==> src/rtl/cim_pkg.sv <==
// Shared types and sizes for the CIM core scheduler and its readback port.
// Latency: n/a (types and constants only).
// Backpressure: n/a.
package cim_pkg;

    localparam int CORE_W    = 3;
    localparam int ROW_W     = 6;
    localparam int WROW_W    = 288;
    localparam int NUM_CORES = 8;

    typedef enum logic [1:0] {
        IDLE    = 2'd0,
        PRELOAD = 2'd1,
        RUN     = 2'd2,
        SWAP    = 2'd3
    } state_t;

    // Advance a core pointer around the ring of cores
    function automatic logic [CORE_W-1:0] next_core(input logic [CORE_W-1:0] c);
        if (c == CORE_W'(NUM_CORES - 1)) begin
            return '0;
        end
        return c + 1'b1;
    endfunction

endpackage

==> src/rtl/cim_rd_port.sv <==
// Readback port: grants reads of non-computing cores and returns the row data.
// Latency: grant is combinational; rd_valid/rd_data one cycle after the grant.
// Backpressure: a weight load or a read of the computing core denies the grant; the requester holds rd_req.
module cim_rd_port
    import cim_pkg::*;
(
    input  logic              clk,
    input  logic              rst_n,
    input  logic              rd_req,
    input  logic [CORE_W-1:0] rd_core,
    input  logic              load_act,
    input  logic [CORE_W-1:0] cim_core,
    input  logic [WROW_W-1:0] weight_out,
    output logic              rd_ack,
    output logic              rd_valid,
    output logic [WROW_W-1:0] rd_data
);

    logic              rd_valid_q;
    logic [WROW_W-1:0] rd_data_q;

    // The computing core is never read, and a load beat owns the shared port
    assign rd_ack = rd_req && !load_act && (rd_core != cim_core);

    // Capture the addressed row one cycle after the grant
    always_ff @(posedge clk) begin
        if (!rst_n) begin
            rd_valid_q <= 1'b0;
            rd_data_q  <= '0;
        end else begin
            rd_valid_q <= rd_ack;
            if (rd_ack) begin
                rd_data_q <= weight_out;
            end
        end
    end

    assign rd_valid = rd_valid_q;
    assign rd_data  = rd_data_q;

endmodule

==> src/rtl/cim_core_scheduler.sv <==
// Ping-pong scheduler: loads the next tile into a standby core while the current core computes.
// Latency: load beats drive the CIM port in the accept cycle; psum_valid trails accepted beats by PSUM_LAT.
// Backpressure: wl_ready/act_ready drop when the tile load or compute is finished until the next swap.
module cim_core_scheduler
    import cim_pkg::*;
#(
    parameter int NUM_ROWS = 64,
    parameter int PSUM_LAT = 1
) (
    input  logic              clk,
    input  logic              rst_n,
    input  logic              start,
    input  logic [7:0]        num_tiles,
    output logic              busy,
    output logic              done,
    input  logic              wl_valid,
    output logic              wl_ready,
    input  logic [WROW_W-1:0] wl_data,
    input  logic              act_valid,
    input  logic              act_last,
    output logic              act_ready,
    output logic              psum_valid,
    input  logic              rd_req,
    input  logic [CORE_W-1:0] rd_core,
    input  logic [ROW_W-1:0]  rd_row,
    output logic              rd_ack,
    output logic              rd_valid,
    output logic [WROW_W-1:0] rd_data,
    output logic [CORE_W-1:0] CIM_Core_A,
    output logic [CORE_W-1:0] STD_Core_A,
    output logic              STDW,
    output logic              STDR,
    output logic [ROW_W-1:0]  STD_row_A,
    output logic [WROW_W-1:0] weight_in,
    input  logic [WROW_W-1:0] weight_out
);

    state_t              state_q;
    logic [CORE_W-1:0]   cim_ptr_q;
    logic [CORE_W-1:0]   std_ptr_q;
    logic [7:0]          ntiles_q;
    logic [7:0]          tiles_loaded_q;
    logic [7:0]          tiles_computed_q;
    logic [ROW_W-1:0]    load_row_q;
    logic                load_done_q;
    logic                comp_done_q;
    logic                done_q;
    logic [PSUM_LAT-1:0] psum_sr_q;

    logic load_fire;
    logic act_fire;
    logic last_row;
    logic run_exit;

    // A tile load is open during PRELOAD, or during RUN while tiles remain to be loaded
    assign wl_ready  = ((state_q == PRELOAD) ||
                        ((state_q == RUN) && (tiles_loaded_q < ntiles_q))) && !load_done_q;
    assign load_fire = wl_valid && wl_ready;
    assign act_ready = (state_q == RUN) && !comp_done_q;
    assign act_fire  = act_valid && act_ready;
    assign last_row  = (load_row_q == ROW_W'(NUM_ROWS - 1));
    // Leave RUN once compute is done and the standby core is ready (or nothing left to load)
    assign run_exit  = (state_q == RUN) && comp_done_q &&
                       (load_done_q || (tiles_loaded_q == ntiles_q));

    assign busy       = (state_q != IDLE);
    assign done       = done_q;
    assign CIM_Core_A = cim_ptr_q;
    assign psum_valid = psum_sr_q[PSUM_LAT-1];

    // Job FSM with tile counters, load row counter and the two core pointers
    always_ff @(posedge clk) begin
        if (!rst_n) begin
            state_q          <= IDLE;
            cim_ptr_q        <= '0;
            std_ptr_q        <= CORE_W'(1);
            ntiles_q         <= '0;
            tiles_loaded_q   <= '0;
            tiles_computed_q <= '0;
            load_row_q       <= '0;
            load_done_q      <= 1'b0;
            comp_done_q      <= 1'b0;
            done_q           <= 1'b0;
        end else begin
            done_q <= 1'b0;
            if (load_fire) begin
                if (last_row) begin
                    load_row_q     <= '0;
                    tiles_loaded_q <= tiles_loaded_q + 8'd1;
                    load_done_q    <= 1'b1;
                end else begin
                    load_row_q <= load_row_q + 1'b1;
                end
            end
            if (act_fire && act_last) begin
                tiles_computed_q <= tiles_computed_q + 8'd1;
                comp_done_q      <= 1'b1;
            end
            case (state_q)
                IDLE: begin
                    if (start && (num_tiles != 8'd0)) begin
                        ntiles_q         <= num_tiles;
                        cim_ptr_q        <= '0;
                        std_ptr_q        <= CORE_W'(1);
                        tiles_loaded_q   <= '0;
                        tiles_computed_q <= '0;
                        load_row_q       <= '0;
                        load_done_q      <= 1'b0;
                        comp_done_q      <= 1'b0;
                        state_q          <= PRELOAD;
                    end
                end
                PRELOAD: begin
                    if (load_done_q) begin
                        state_q <= SWAP;
                    end
                end
                SWAP: begin
                    cim_ptr_q   <= next_core(cim_ptr_q);
                    std_ptr_q   <= next_core(std_ptr_q);
                    load_done_q <= 1'b0;
                    comp_done_q <= 1'b0;
                    state_q     <= RUN;
                end
                RUN: begin
                    if (run_exit) begin
                        if (tiles_computed_q == ntiles_q) begin
                            state_q <= IDLE;
                            done_q  <= 1'b1;
                        end else begin
                            state_q <= SWAP;
                        end
                    end
                end
                default: state_q <= IDLE;
            endcase
        end
    end

    // Accepted-beat strobe delayed PSUM_LAT cycles to mark partial sums valid
    always_ff @(posedge clk) begin
        if (!rst_n) begin
            psum_sr_q <= '0;
        end else begin
            psum_sr_q[0] <= act_fire;
            for (int i = 1; i < PSUM_LAT; i++) begin
                psum_sr_q[i] <= psum_sr_q[i-1];
            end
        end
    end

    // Standby-core port mux: load beat first, then a granted read, else park on the standby core
    always_comb begin
        STDW       = 1'b0;
        STD_Core_A = std_ptr_q;
        STD_row_A  = '0;
        weight_in  = '0;
        if (load_fire) begin
            STDW       = 1'b1;
            STD_Core_A = std_ptr_q;
            STD_row_A  = load_row_q;
            weight_in  = wl_data;
        end else if (rd_ack) begin
            STD_Core_A = rd_core;
            STD_row_A  = rd_row;
        end
    end

    assign STDR = rd_ack;

    cim_rd_port u_rd_port (
        .clk        (clk),
        .rst_n      (rst_n),
        .rd_req     (rd_req),
        .rd_core    (rd_core),
        .load_act   (load_fire),
        .cim_core   (cim_ptr_q),
        .weight_out (weight_out),
        .rd_ack     (rd_ack),
        .rd_valid   (rd_valid),
        .rd_data    (rd_data)
    );

endmodule
==> config.mk <==
export PLATFORM = sky130hd
export DESIGN_NAME = cim_core_scheduler
export DESIGN_NICKNAME = d
export VERILOG_FILES = /design/src/rtl/cim_pkg.sv /design/src/rtl/cim_rd_port.sv /design/src/rtl/cim_core_scheduler.sv
export SDC_FILE = /design/constraint.sdc
export NUM_CORES = 1
export LEC_CHECK = 0
export CORE_AREA = 8 8 460 462
export CTS_BUF_LIST = sky130_fd_sc_hd__clkbuf_4 sky130_fd_sc_hd__clkbuf_8 sky130_fd_sc_hd__clkbuf_16
export DETAILED_ROUTE_END_ITERATION = 8
export DIE_AREA = 0 0 468 470
export DONT_BUFFER_PORTS = 1
export PLACE_DENSITY = 0.3
export SLEW_MARGIN = 20
export SYNTH_ARGS = -nofsm -noshare
export SYNTH_HDL_FRONTEND = slang
export SYNTH_SLANG_ARGS = --single-unit
==> constraint.sdc <==
create_clock -name clk -period 2.9 [get_ports clk]
set_input_delay 0.87 -clock clk [delete_from_list [all_inputs] [get_ports clk]]
set_output_delay 0.87 -clock clk [all_outputs]
set_load 0.02 [all_outputs]
After elaboration in Yosys (flattened, before gate mapping)
Cells that the tools add are included.
Storage, ports and cells
  flip-flop bits (word level): 331
  latch bits: 0
  RAM bits: 0
  memory bits (read-only): 0
  input bits: 600
  output and inout port bits: 597
  memories kept: 0
Operators by class
  $add $sub $neg: 5
  $mul: 0
  divide/modulo/power cells: 0
  $lt $le $gt $ge: 1
  equal/unequal tests: 12
  shifts and indexed selects: 0
  mux-type cells: 44
  bitwise logic cells: 0
  reductions and logical operators: 24
Operator list (number)
  $mux W288: 1
  $mux W8: 7
  $mux W6: 6
  $mux W3: 8
  $add A8 B1 Y8 const B: 2
  $eq A8 B8 Y1: 2
  $mux W1: 13
  $pmux W3 S2: 2
  $logic_and A1 B1 Y1: 11
  $lt A8 B8 Y1: 1
  $mux W2: 4
  $pmux W2 S4: 1
  $reduce_bool A8 Y1: 1
  $add A3 B1 Y3 const B: 2
  $add A6 B1 Y6 const B: 1
  $eq A3 B3 Y1 const B: 2
  $eq A6 B6 Y1 const B: 1
  $ne A2 B2 Y1 const B: 3
  $reduce_and A3 Y1: 2
  $eq A2 B2 Y1 const B: 2
  $pmux W1 S2: 2
  $reduce_and A2 Y1: 2
  $reduce_bool A2 Y1: 2
  $logic_not A1 Y1: 3
  other kinds (4): 5

Logic depth before layout (Yosys ltp)
Gate-level depths: netlist of run 1.
  depth in word-level cells: 10
  depth in mapped cells: 12

Hierarchy
A second synthesis of run 1 with hierarchy kept.
Unflattened totals
  cell total of the unflattened synthesis: 2976
  area, all modules: 22012.4 um2
Modules (own cells, without submodules)
  cim_rd_port: times used 1, cells each 2372, area an instance 17659.4 um2, sequential area each 5785.5 um2
  cim_core_scheduler: times used 1, cells each 604, area an instance 4352.9 um2, sequential area each 840.8 um2

Worst setup path before layout of run 1
Ideal clock, no wire load.
  path type: input to output
  start: input port rd_core[0]
  end: output port STD_Core_A[0]
  data arrival time: 2.202 ns
  slack: -0.172 ns
  cell stages on the path: 9
  path buffers: 2
  path through: xor2_1 -> o31ai_1 -> a21oi_1 -> o21ai_1 -> inv_1 -> buf_2 -> buf_1 -> nand2_1 -> nand2_1
On the way
  word-level cells in the longest chain between the ends: 4
RTL lines
  from (decl): RTL line cim_core_scheduler.sv:24  | input logic [CORE_W-1:0] rd_core,
  $ne A3 B3 Y1: RTL line cim_rd_port.sv:23  | assign rd_ack = rd_req && !load_act && (rd_core != cim_core);
  $logic_and A1 B1 Y1: RTL line cim_rd_port.sv:23
  net STDR: RTL line cim_core_scheduler.sv:32  | output logic STDR,
  $mux W3: RTL line cim_core_scheduler.sv:163  | end else if (rd_ack) begin
  $mux W3: RTL line cim_core_scheduler.sv:158  | if (load_fire) begin
  to (decl): RTL line cim_core_scheduler.sv:30  | output logic [CORE_W-1:0] STD_Core_A,
The timed path passes the listed nets, and every way through them passes these cells.

Worst setup path after layout of run 1
  start: register ntiles_q[1]
  end: output port STD_row_A[1]
On the way
  word-level cells in the longest chain between the ends: 10
RTL lines
  from (decl): RTL line cim_core_scheduler.sv:41  | logic [7:0] ntiles_q;
  from (signal assigned): RTL line cim_core_scheduler.sv:102  | ntiles_q <= num_tiles;
  $lt A8 B8 Y1 *: RTL line cim_core_scheduler.sv:57  | ((state_q == RUN) && (tiles_loaded_q < ntiles_q))) && !load_done_q;
  $logic_and A1 B1 Y1 *: RTL line cim_core_scheduler.sv:57
  $logic_or A1 B1 Y1 *: RTL line cim_core_scheduler.sv:56  | assign wl_ready = ((state_q == PRELOAD) ||
  $logic_and A1 B1 Y1 *: RTL line cim_core_scheduler.sv:57
  $logic_and A1 B1 Y1 *: RTL line cim_core_scheduler.sv:58  | assign load_fire = wl_valid && wl_ready;
  $logic_not A1 Y1: RTL line cim_rd_port.sv:23
  $logic_and A1 B1 Y1 (2 in a row): RTL line cim_rd_port.sv:23
  $mux W6: RTL line cim_core_scheduler.sv:163
  $mux W6 *: RTL line cim_core_scheduler.sv:158
  to (decl): RTL line cim_core_scheduler.sv:33  | output logic [ROW_W-1:0] STD_row_A,
Every way passes the cells marked *; elsewhere a longest branch is shown, timed or not.

==> impl_metrics.ini, run 1 <==
[placement]
place_area_mm2 = 0.0211
place.gp.congestion = 0.965
dp.cells = 4668
port-buffer-count = 0
dp_hpwl_um = 129000

[sta]
layout_setup_ws_ns = -0.795
finClkSkew_ns = 0.0509
relSlewSlack_pct = 33.8
rsz0062_at_grt = yes
finalSetupViolations = 301
hold_violations = 0
hold_ws_ns = 0.302
setup-tns-final_ns = -205.03
post-route-period-util_pct = 127
max_freq_mhz = 271
min_period_ns = 3.70
tightestPinTransition_ns = 0.993
maxSlewViolCount = 0

[logic_synthesis]
synth_top_area_share_pct = 45.3
yosys-top-cells-area = dfxtp_1 (45%), nand3_1 (20%), and2_1 (13%), nand2_1 (8.2%), clkbuf_1 (2.5%)
yosysMostFrequentCell = nand3_1
ys.flop_type = dfxtp_1
synth_edf_count = 0
ys_async_sr_fraction_pct = 0
syn-num-nets = 2508
avgSynthCellArea_um2 = 7.75
synth_top_area_cell = dfxtp_1
synthTopCellsByCount = nand3_1 (594), dfxtp_1 (331), nand2_1 (320)
ys_types = 44
yosys_warnings = 0
syn_area_mm2 = 0.0146
synthesis.instances = 1889
ys_ff_latch = 331
synth_seq_area_share_pct = 45.3

[worst_setup_path]
path_class = flop to primary output
cp-start-kind = flop
end_kind = primary output
required_ns = 2.03
r2r_end = u_rd_port.rd_data[93]
cp.arrival_ns = 2.83
r2r_start = ntiles_q[1]
crit_fanout = 8
reg2reg_slack_ns = 0.07
reg2reg_depth = 15

[cts]
clockBufferDepth = 3
h-tree-depth = 2
clockRootBuffer = clkbuf_16
clkSinkCount = 331
hold_buffers = 0
clock_latency_ns = 0.69
cts_tree = yes
cts_made_buffers = 50
clkTransAtPathRegs_ns = 0.09

[routing]
postRouteAntennaNets = 0
num_vias = 15620
drt_iter0_drc = 979
vias_per_cell = 3.23
firstDrtPassIters = 5
wl_per_cell_um = 31.9
wirelength_um = 154000
post-route-drc-count = 0

[grt]
grt_max_degree = 601
grt_use_total_pct = 13.0
overflow = 0
grt_pass1_wl_um = 186000
first_global_vias = 14708
antenna_found_initial = 211

[floorplanning]
die_y_um = 470
die_area_mm2 = 0.220
rows = 166
fp.dieW_um = 468
core_area_mm2 = 0.204
initial_core_util_pct = 7.18
ios = 1197

[pwr]
vdd_drop_max_uv = 476
p_per_area_mw_per_mm2 = 863
power.total_mw = 21.3
p_leak_nw = 10.1

[finish]
syn2layout_area_growth_pct = 68.3
final_cell_area_mm2 = 0.0246
instances_no_fill = 4837
layout.nets = 2684
drive_above_1_share_pct = 31.5

[worst_hold_path]
min_path_type = input pin to flop
hp-start = weight_out[92]
whs_path_depth = 2
min_to = u_rd_port.rd_data[92]

[outcome]
status = finished, violations left
violations = negative setup slack

[flow_run]
max_cap_violations = 0
==> cell families (layout without fill, tap and decap cells) <==
| kind of cell | Yosys count | in the layout | share of synthesized area (%) |
|---|---|---|---|
| other cells | 0 | 46 | 0 |
| flops | 331 | 331 | 45.3 |
| simple gates | 1272 | 1272 | 43.6 |
| mux | 2 | 2 | 0.137 |
| xor+xnor | 23 | 23 | 1.38 |
| fa+ha+maj | 19 | 19 | 1.62 |
| compound gates | 56 | 56 | 2.70 |
| buf+inv | 186 | 400 | 5.32 |
==> through the flow <==
stage / utilization, % / setup slack (ns)
6_report: 12.1 / -0.795
5_1_grt: 12.0 / -0.944
4_1_cts: 11.6 / -0.972
3_5_place_dp: 10.3 / -0.409
3_3_place_gp: 10.3 / -0.413
2_1_floorplan: - / -0.0142
==> placed cells by master, fill, tap and decap left out, types with 4 or more instances in the layout <==
master | netlist | routed
buf_6 | 2 | 43
and2_4 | 0 | 242
clkbuf_16 | 0 | 60
a21oi_1 | 13 | 12
and3_1 | 7 | 7
clkbuf_8 | 0 | 9
nor2_1 | 23 | 23
and2_2 | 0 | 5
or4_1 | 5 | 5
dfxtp_2 | 0 | 6
buf_12 | 0 | 144
buf_4 | 3 | 84
inv_1 | 13 | 10
buf_16 | 0 | 12
bufinv_16 | 0 | 10
clkinv_4 | 0 | 4
a21boi_0 | 8 | 8
nand2_1 | 320 | 316
ha_1 | 19 | 15
a22oi_1 | 5 | 5
clkbuf_4 | 0 | 7
clkinv_2 | 0 | 5
xor2_1 | 20 | 20
and2_1 | 293 | 46
o31ai_1 | 4 | 4
buf_8 | 0 | 4
dfxtp_1 | 331 | 325
o21ai_0 | 5 | 5
diode_2 | 0 | 46
ha_4 | 0 | 4
a22o_4 | 0 | 5
nand3_1 | 594 | 594
nor2b_1 | 10 | 9
nand4_1 | 7 | 7
==> per-layer routing <==
layer / vias up / global-route usage, % / wire length [um]
met2: 1028 / 18.3 / 61100
met1: 7368 / 14.4 / 59800
met3: 290 / 12.3 / 29400
met4: 176 / 2.44 / 2940
li1: 6758 / - / -
met5: - / 0 / 1090
==> critical path: stages, from the launching register on <==
cell       delay (ns)
dfxtp_2          0.33
inv_2            0.05
ha_4             0.26
nor2b_4          0.12
o211ai_1         0.12
a211o_2          0.35
nand3_4          0.13
inv_12           0.08
clkbuf_16        0.18
buf_16           0.15
a22o_4           0.26
buf_6            0.13
==> cell type report <==
cell class	instances	area [um^2]
flip-flops and latches	331	6630
inverters	13	68.8
well taps	2688	3360
clock inverters	23	393
multi-input cells	1372	7980
diodes	46	115
clock buffers	67	1450
fillers	23443	179000
repair inverters	1	30.0
repair buffers	296	4610
==> power by group <==
part           internal (mW)  leakage, nW  switching (mW)  total [mW]
Sequential              5.07         2.72            1.29        6.36
Combinational           3.58         6.42            4.21        7.79
Clock                   4.39        0.912            2.72        7.11
==> registers in the layout (all words and copies together) (netlist names) <==
name,flops
load_done_q,1
tiles_loaded_q,8
load_row_q,6
comp_done_q,1
done,1
u_rd_port.rd_data,288
u_rd_port.rd_valid,1
std_ptr_q,3
tiles_computed_q,8
CIM_Core_A,3
ntiles_q,8
psum_valid,1
state_q,2
==> worst max path at each step <==
stage / from / end / slack, ns / cells past startpoint
finish: ntiles_q[1] / STD_row_A[1] / -0.80 / 11
global route: ntiles_q[1] / STD_row_A[1] / -0.94 / 11
CTS: ntiles_q[1] / weight_in[49] / -0.97 / 11
detailed placement: ntiles_q[1] / weight_in[179] / -0.41 / 10
global placement: ntiles_q[1] / weight_in[179] / -0.41 / 10
floorplan: rd_core[1] / STD_Core_A[0] / -0.01 / 9
==> timing repair <==
| action | in CTS | in global routing |
|---|---|---|
| buffers inserted | 4 | 10 |
| resized for setup | 309 | 154 |
| cloned | 5 | 12 |
| setup endpoints to repair | 384 | 508 |
| pin swaps | 47 | 55 |
(Power assumes the default switching activity.)
==> inputs of run 2 (changes only) <==
- MAX_ROUTING_LAYER: not set -> met4
==> impl_metrics.ini, run 2 (synthesis results as in run 1) <==
[worst_hold_path]
min_path_type = input pin to flop

[cts]
clkSinkCount = 331
clock_latency_ns = 0.67
h-tree-depth = 2
cts_made_buffers = 52
clockRootBuffer = clkbuf_16
clockBufferDepth = 3
clkTransAtPathRegs_ns = 0.06
cts_tree = yes

[placement]
dp.cells = 4667
dp_hpwl_um = 129000
place.gp.congestion = 1.00
dp_slack_ns = -0.361
port-buffer-count = 0

[worst_setup_path]
end_kind = primary output
endpoint = weight_in[66]
crit_fanout = 7
reg2reg_slack_ns = 0
r2r_start = ntiles_q[1]
cp.arrival_ns = 2.90
startpoint = ntiles_q[1]
cp_common_cell = buf_12
crit_chain = inv_2, ha_4, nor2b_4, o211ai_1, a211o_2, nand3_4, inv_12, buf_12, buf_12, buf_16, and2_4, buf_6
r2r_end = u_rd_port.rd_data[87]
max_stage_delay_ns = 0.35
reg2reg_depth = 17
slowest_stage = a211o_2
required_ns = 2.03
cp-start-kind = flop
path_class = flop to primary output

[pwr]
p_per_area_mw_per_mm2 = 843
pwr-share-clk_pct = 33.2
power.total_mw = 21.0
p_seq_share_pct = 30.2
p_int_mw = 12.9
p_switching_mw = 8.10
p_leak_nw = 10.1
vdd_drop_max_uv = 398
switching_share_pct = 38.5
combinationalPowerShare_pct = 36.6

[sta]
setup-tns-final_ns = -212.98
relSlewSlack_pct = 41.0
finClkSkew_ns = 0.0493
post-route-period-util_pct = 130
rsz0062_at_grt = yes
maxSlewViolCount = 0
hold_violations = 0
max_freq_mhz = 265
hold_ws_ns = 0.332
tightestPinTransition_ns = 0.886
layout_setup_ws_ns = -0.868
min_period_ns = 3.77
finalSetupViolations = 301

[finish]
drive_above_1_share_pct = 31.9
layout_commonest_cell = nand3_1
layout.nets = 2689
syn2layout_area_growth_pct = 70.4
seqCellArea_mm2 = 0.00663
largest_register_ffs = 288
fill_cells = 23425
instances_no_fill = 4949
multiInputGateArea_mm2 = 0.00802
final_cell_mix = nand3_1 (594), dfxtp_1 (327), nand2_1 (316), and2_4 (246), buf_12 (151)

[floorplanning]
ios = 1197
die_area_mm2 = 0.220
core_area_mm2 = 0.204
fp.dieW_um = 468
initial_core_util_pct = 7.18
rows = 166
die_y_um = 470

[grt]
antenna_found_initial = 218
grt_max_degree = 601
overflow = 0
grt_use_total_pct = 13.5
grt_pass1_wl_um = 187000
first_global_vias = 14914

[outcome]
status = finished, violations left
violations = negative setup slack

[routing]
postRouteAntennaNets = 0
post-route-drc-count = 0
drt_iter0_drc = 892
vias_per_cell = 3.07
num_vias = 15197
wl_per_cell_um = 30.7
firstDrtPassIters = 5
wirelength_um = 152000

[flow_run]
max_cap_violations = 0
==> run 2: worst min-delay path by stage <==
stage	startpoint	endpoint	slack [ns]	depth (start not counted)
2_1_floorplan	tiles_loaded_q[7]	tiles_loaded_q[7]	0.46	2
3_3_place_gp	comp_done_q	comp_done_q	0.48	2
3_5_place_dp	comp_done_q	comp_done_q	0.50	2
4_1_cts	weight_out[142]	u_rd_port.rd_data[142]	0.23	2
5_1_grt	weight_out[151]	u_rd_port.rd_data[151]	0.28	2
6_report	weight_out[142]	u_rd_port.rd_data[142]	0.33	2
==> run 2: what timing repair did <==
item,CTS,global route
gates resized for setup,473,26
gates cloned,12,2
endpoints found under the setup margin,301,506
pin swaps,110,14
hold buffers,0,0
setup buffers,27,5
==> run 2: area by class of cell <==
type	count	share of cell area, %
Sequential cell	331	26.6
Timing Repair inverter	2	0.165
Timing Repair Buffer	298	18.4
Tap cell	2688	13.5
Multi-Input combinational cell	1372	32.1
Clock buffer	65	5.95
Inverter	13	0.296
Antenna cell	153	1.53
Clock inverter	27	1.49
==> run 2: metrics by stage <==
step / util (%) / cell area [um^2]
2_1_floorplan: - / 14600
4_1_cts: 12.0 / 24500
3_3_place_gp: 10.3 / 21100
6_report: 12.2 / 25000
3_5_place_dp: 10.3 / 21100
5_1_grt: 12.2 / 24900
==> run 2: power by group through the flow <==
stage               Combinational, mW  Sequential [mW]  Clock (mW)
floorplan                        3.11             6.00           0
global placement                 6.24             6.55           0
detailed placement               6.27             6.54           0
CTS                              7.79             6.45        7.42
global route                     8.23             6.42        7.52
finish                           7.70             6.35        6.99
==> run 2: metal layers <==
layer	wire, um	vias to the layer above	track usage [%]
li1	-	6926	-
met1	59100	7167	14.1
met2	60900	1003	18.4
met3	29800	101	12.9
met4	2350	0	2.41
met5	0	-	-
==> run 2: critical path: cells and delay by family (launching register included) <==
kind	cells	cell delay, ns
flip-flops	1	0.34
AO/OA/AOI/OAI	2	0.47
adder cells (fa/ha/maj)	1	0.26
AND/OR/NAND/NOR	3	0.43
buffers and inverters	6	0.72
